==> src/rtl/controlador_interrupcao_quantum_if.sv <==
// controlador_interrupcao_quantum_if: control-unit <-> interrupt requester handshake bundle
interface controlador_interrupcao_quantum_if #(parameter int ADDR_W = 32);
  logic              userMode;
  logic              kernelMode;
  logic              isHalt;
  logic              ioReq;
  logic              inta;
  logic              clearIntr;
  logic [ADDR_W-1:0] pc;
  logic              intr;
  logic [5:0]        intrCode;
  logic [ADDR_W-1:0] intrPC;
  logic              inUser;
  modport master (
    output userMode, kernelMode, isHalt, ioReq, inta, clearIntr, pc,
    input  intr, intrCode, intrPC, inUser
  );
  modport slave (
    input  userMode, kernelMode, isHalt, ioReq, inta, clearIntr, pc,
    output intr, intrCode, intrPC, inUser
  );
endinterface

==> src/rtl/controlador_interrupcao_quantum.sv <==
// controlador_interrupcao_quantum: preemption-quantum / IO / syscall / halt interrupt requester
module controlador_interrupcao_quantum #(
  parameter int QUANTUM = 1000,
  parameter int CNT_W   = 16,
  parameter int ADDR_W  = 32
) (
  input logic clk,
  input logic reset,
  controlador_interrupcao_quantum_if.slave bus
);
  typedef enum logic [1:0] {KERNEL, USER, PENDING, SERVICE} state_t;
  state_t            state, state_n;
  logic [CNT_W-1:0]  counter;
  logic              io_q, io_pending, io_edge, event_hit, reload;
  logic [5:0]        event_code, intr_code;
  logic [ADDR_W-1:0] intr_pc;
  assign io_edge = bus.ioReq & ~io_q;
  // user-mode event selection, highest priority first; a zero counter is the quantum expiry
  always_comb begin
    event_code = bus.kernelMode ? 6'd3 : bus.isHalt ? 6'd4 : io_pending ? 6'd2 : counter == '0 ? 6'd1 : 6'd0;
    event_hit  = state == USER && event_code != 6'd0;
    reload     = bus.userMode && !event_hit && state != PENDING && !(state == SERVICE && bus.clearIntr);
  end
  // state register
  always_ff @(posedge clk or posedge reset)
    if (reset) state <= KERNEL;
    else state <= state_n;
  // next-state: kernel is never preempted, only userMode leaves it
  always_comb
    state_n = state == KERNEL  ? (bus.userMode ? USER : KERNEL) :
              state == USER    ? (event_hit ? PENDING : USER) :
              state == PENDING ? (bus.inta ? SERVICE : PENDING) :
              bus.clearIntr    ? KERNEL : bus.userMode ? USER : SERVICE;
  // outputs decoded from state only, so reset clears them immediately
  always_comb begin
    bus.intr   = state == PENDING;
    bus.inUser = state == USER;
  end
  assign bus.intrCode = intr_code;
  assign bus.intrPC   = intr_pc;
  // quantum counter, io edge/pending tracking and latched interrupt code/pc
  always_ff @(posedge clk or posedge reset)
    if (reset) begin
      counter    <= '0;
      io_q       <= 1'b0;
      io_pending <= 1'b0;
      intr_code  <= '0;
      intr_pc    <= '0;
    end else begin
      io_q       <= bus.ioReq;
      io_pending <= io_edge | (io_pending & ~(event_hit && event_code == 6'd2));
      if (reload) counter <= CNT_W'(QUANTUM - 1);
      else if (state == USER && !event_hit) counter <= counter - CNT_W'(1);
      if (event_hit) begin
        intr_code <= event_code;
        intr_pc   <= bus.pc;
      end else if (bus.clearIntr || (state == SERVICE && bus.userMode)) intr_code <= '0;
    end
endmodule

==> src/flat_wrapper.sv <==
// flat-port wrapper written by rule: the top's interface ports become plain ports
module controlador_interrupcao_quantum_flat 
#(
  parameter int QUANTUM = 1000,
  parameter int CNT_W   = 16,
  parameter int ADDR_W  = 32
)
  (clk, reset, bus_userMode, bus_kernelMode, bus_isHalt, bus_ioReq, bus_inta, bus_clearIntr, bus_pc, bus_intr, bus_intrCode, bus_intrPC, bus_inUser);
  controlador_interrupcao_quantum_if #(.ADDR_W(ADDR_W)) bus_i ();
  input logic clk;
  input logic reset;
  input wire logic [$bits(bus_i.userMode)-1:0] bus_userMode;
  input wire logic [$bits(bus_i.kernelMode)-1:0] bus_kernelMode;
  input wire logic [$bits(bus_i.isHalt)-1:0] bus_isHalt;
  input wire logic [$bits(bus_i.ioReq)-1:0] bus_ioReq;
  input wire logic [$bits(bus_i.inta)-1:0] bus_inta;
  input wire logic [$bits(bus_i.clearIntr)-1:0] bus_clearIntr;
  input wire logic [$bits(bus_i.pc)-1:0] bus_pc;
  output wire logic [$bits(bus_i.intr)-1:0] bus_intr;
  output wire logic [$bits(bus_i.intrCode)-1:0] bus_intrCode;
  output wire logic [$bits(bus_i.intrPC)-1:0] bus_intrPC;
  output wire logic [$bits(bus_i.inUser)-1:0] bus_inUser;
  assign bus_i.userMode = bus_userMode;
  assign bus_i.kernelMode = bus_kernelMode;
  assign bus_i.isHalt = bus_isHalt;
  assign bus_i.ioReq = bus_ioReq;
  assign bus_i.inta = bus_inta;
  assign bus_i.clearIntr = bus_clearIntr;
  assign bus_i.pc = bus_pc;
  assign bus_intr = bus_i.intr;
  assign bus_intrCode = bus_i.intrCode;
  assign bus_intrPC = bus_i.intrPC;
  assign bus_inUser = bus_i.inUser;
  controlador_interrupcao_quantum #(.QUANTUM(QUANTUM), .CNT_W(CNT_W), .ADDR_W(ADDR_W)) u_core (.clk(clk), .reset(reset), .bus(bus_i));
endmodule
==> config.mk <==
export PLATFORM = sky130hd
export DESIGN_NAME = controlador_interrupcao_quantum_flat
export DESIGN_NICKNAME = d
export VERILOG_FILES = /design/src/rtl/controlador_interrupcao_quantum_if.sv /design/src/rtl/controlador_interrupcao_quantum.sv /design/src/flat_wrapper.sv
export SDC_FILE = /design/constraint.sdc
export NUM_CORES = 1
export LEC_CHECK = 0
export CORE_ASPECT_RATIO = 0.7
export CORE_MARGIN = 10
export CORE_UTILIZATION = 47
export DETAILED_ROUTE_END_ITERATION = 10
export PLACE_DENSITY_LB_ADDON = 0.3
export SETUP_SLACK_MARGIN = 0.05
export SYNTH_ARGS = -nofsm -noshare
export SYNTH_HDL_FRONTEND = slang
export SYNTH_SLANG_ARGS = --single-unit
==> constraint.sdc <==
create_clock -name clk -period 3 [get_ports clk]
set_clock_uncertainty 0.1 [all_clocks]
set_input_delay 0.3 -clock clk [delete_from_list [all_inputs] [get_ports clk]]
set_output_delay 0.3 -clock clk [all_outputs]
set_load 0.03 [all_outputs]
==> impl_metrics.toml <==
[clocking]
post_cts_buffers = 0
cts-root-buf = "clkbuf_8"
cts_tree = "yes"
clockBufferDepth = 2
clk_pin_slew_ps = 90
post_cts_hold_buffer_count = 0
cts.sinks = 55
cts_max_level = 2
cts-buffers-inserted = 5
clock_latency_ps = 300

[flow_run]
cap_violations = 0

[synthesis]
synth_top_area_share_pct = 52.26
synth.distinct_cells = 49
synth-seq-cells = 55
synth_area_mm2 = 0.002634
synth-edff-count = 0
synthTopCellsByArea = "dfrtp_1 52%, mux2_4 16%, xor2_1 3.0%, nand2_1 2.0%, mux2_2 1.7%"
ys_seq_area_share_pct = 52.26
ys.flop_type = "dfrtp_1"
async_flop_share_pct = 100.0
synth.avg_cell_area_um2 = 12.66
synth_warnings = 0
netlist_instances = 208
yosysTopAreaCell = "dfrtp_1"

[worst_setup_path]
end_kind = "flip-flop"
cp.required_ps = 3090
cp.arrival_ps = 2870
worst_setup_path_start_kind = "flip-flop"
slowest_stage = "or4b_4"
crit_chain = "or4_1 > or4b_4 > o21bai_4 > nand2_8 > mux2_4"
slowest_delay_ps = 610
worstRegToRegCells = 5
crit_fanout = 34
path_class = "reg2reg"

[cells_and_area]
final_layout_size_suffix_gt1_share_pct = 18.18
fin_util_pct = 66.24
antennaDiodeCount = 0
layout.filler_cells = 431
fin_cells = 358
fin_nets = 327
area_growth_pct = 34.30

[hold_path]
min_path_type = "in2async"

[timing]
fin_crit_sh_pct = 92.78
setup_viol_count_final = 0
tightest_slew_ps = 671.7
hold_violations = 0
slew_violations = 0
relSlewSlack_pct = 55.16
holdWs_ps = 309.5
fin_crit_ps = 2783
setup_tns_ps = 0
max_freq_mhz = 359.3
grt_setup_unrepaired = "false"

[floorplan]
dieWidth_um = 109.5
rows = 22
die_h_um = 82.63
ios = 80
core_area_mm2 = 0.005340
die_area_mm2 = 0.009046
start_util_pct = 49.32

[drt]
ant_nets = 0
firstDrtPassIters = 4
routed_via_density = 5.134
wl_per_cell_um = 17.14
wl_mm = 6.137
vias = 1838
drc = 0
drt_iter0_drc = 98

[global_route]
overflow = 0
track_usage_pct = 13.57
grt_pass1_wl_mm = 9.708
grt_max_degree = 35
grt_antenna_before_repair = 0
grt_pass1_vias = 1942

[placed_design]
io_buffers = 76
dpl.hpwl_mm = 4.730
place_congestion = 0.8757
place_inst = 350

[status]
status = "complete, no violations"

[pwr]
power.density_cell_area_mw_per_mm2 = 988.9
vdd_drop_max_uv = 588.1
power.leakage_nw = 1.524
## cell families (layout without fill, tap and decap cells)
kind of cell    Yosys count  count (layout)  share of synthesized area [%]
compound gates           30              30                          8.551
xor+xnor                 12              12                          3.991
fa+ha+maj                 2               2                         0.9500
buf+inv                  20              96                          4.275
flops                    55              55                          52.26
mux                      34              34                          18.43
other cells               1               3                         0.1424
simple gates             54              54                          11.40
## through the flow
stage	power, mW	instance area [um^2]	setup slack [ps]
2_1_floorplan	2.436	2641	423.9
3_3_place_gp	3.085	3443	225.8
3_5_place_dp	3.128	3443	116.5
4_1_cts	3.541	3528	93.39
5_1_grt	3.687	3537	141.1
6_report	3.498	3537	216.5
## synthesized netlist by cell type (2+ instances only)
| cell | n |
|---|---|
| a31o_2 | 2 |
| a31oi_1 | 2 |
| buf_2 | 2 |
| buf_4 | 3 |
| buf_6 | 3 |
| clkbuf_1 | 4 |
| dfrtp_1 | 55 |
| ha_1 | 2 |
| inv_1 | 6 |
| mux2_2 | 4 |
| mux2_4 | 28 |
| mux2i_1 | 2 |
| nand2_1 | 14 |
| nand2b_1 | 2 |
| nand3b_1 | 2 |
| nor2_1 | 9 |
| nor3_1 | 6 |
| nor4_1 | 6 |
| o211ai_1 | 4 |
| o21a_1 | 3 |
| o21ai_0 | 7 |
| o31a_1 | 3 |
| or4_1 | 3 |
| xnor2_1 | 3 |
| xor2_1 | 9 |
## sequential cells by signal, indices dropped and copies added (netlist names)
signal	cells
u_core.io_pending	1
u_core.io_q	1
u_core.bus.intrPC	32
u_core.counter	16
u_core.bus.intrCode	3
u_core.state	2
## where the power goes
part	total (mW)	internal (mW)	switching [mW]	leakage [nW]
logic	1.91	0.944	0.965	0.842
clock network	0.399	0.164	0.235	0.0412
registers	1.19	1.01	0.183	0.641
## worst max-delay path, delay by kind of cell, from the launching register on
kind / cells / cell delay (ps)
AND/OR/NAND/NOR: 3 / 1440
multiplexers: 1 / 370
flip-flops: 1 / 460
AO/OA/AOI/OAI: 1 / 270
## routing by layer
metal | track usage [%] | wire, um | up-vias
li1 | - | - | 882
met1 | 17.23 | 2707 | 895
met2 | 19.30 | 2608 | 59
met3 | 8.430 | 794 | 2
met4 | 2.720 | 26 | 0
met5 | 0 | 0 | -
## final timing paths
check	startpoint	slack (ps)	to
max in group asynchronous	reset	1860	u_core.state[0]
hold / removal	reset	310	u_core.bus.intrPC[22]
min in group clk	u_core.io_q	320	u_core.io_pending
setup reg to reg	u_core.counter[2]	220	u_core.bus.intrPC[22]
setup / recovery	u_core.counter[2]	220	u_core.bus.intrPC[22]
hold reg to reg	u_core.io_q	320	u_core.io_pending
## final cells by class
class	count	area [um^2]	share of cell area, %
clock inverter	2	12.51	0.3537
tap	72	90.09	2.547
multi-input combinational	135	1161	32.83
timing repair buffer	81	798.3	22.57
clock buffer	6	72.57	2.052
sequential	55	1376	38.91
inverter	7	26.28	0.7428
## layout by cell type, fill, tap and decap left out, types with 3 or more instances in the layout
cell type,netlist,layout
xor2_1,9,9
conb_1,1,3
o21ai_0,7,7
mux2_2,4,4
dfrtp_1,55,55
or4_1,3,3
o31a_1,3,3
clkdlybuf4s50_1,0,76
clkbuf_8,0,5
buf_4,3,5
inv_1,6,5
o211ai_1,4,4
o21a_1,3,3
nor3_1,6,6
mux2_4,28,28
nand2_1,14,14
nor2_1,9,9
nor4_1,6,6
xnor2_1,3,3
## what timing repair did
item,in CTS,in global routing
hold endpoints to repair,0,0
setup endpoints to repair,0,32
resized for setup,0,1
Note: power is estimated with default switching activity, not from simulation.
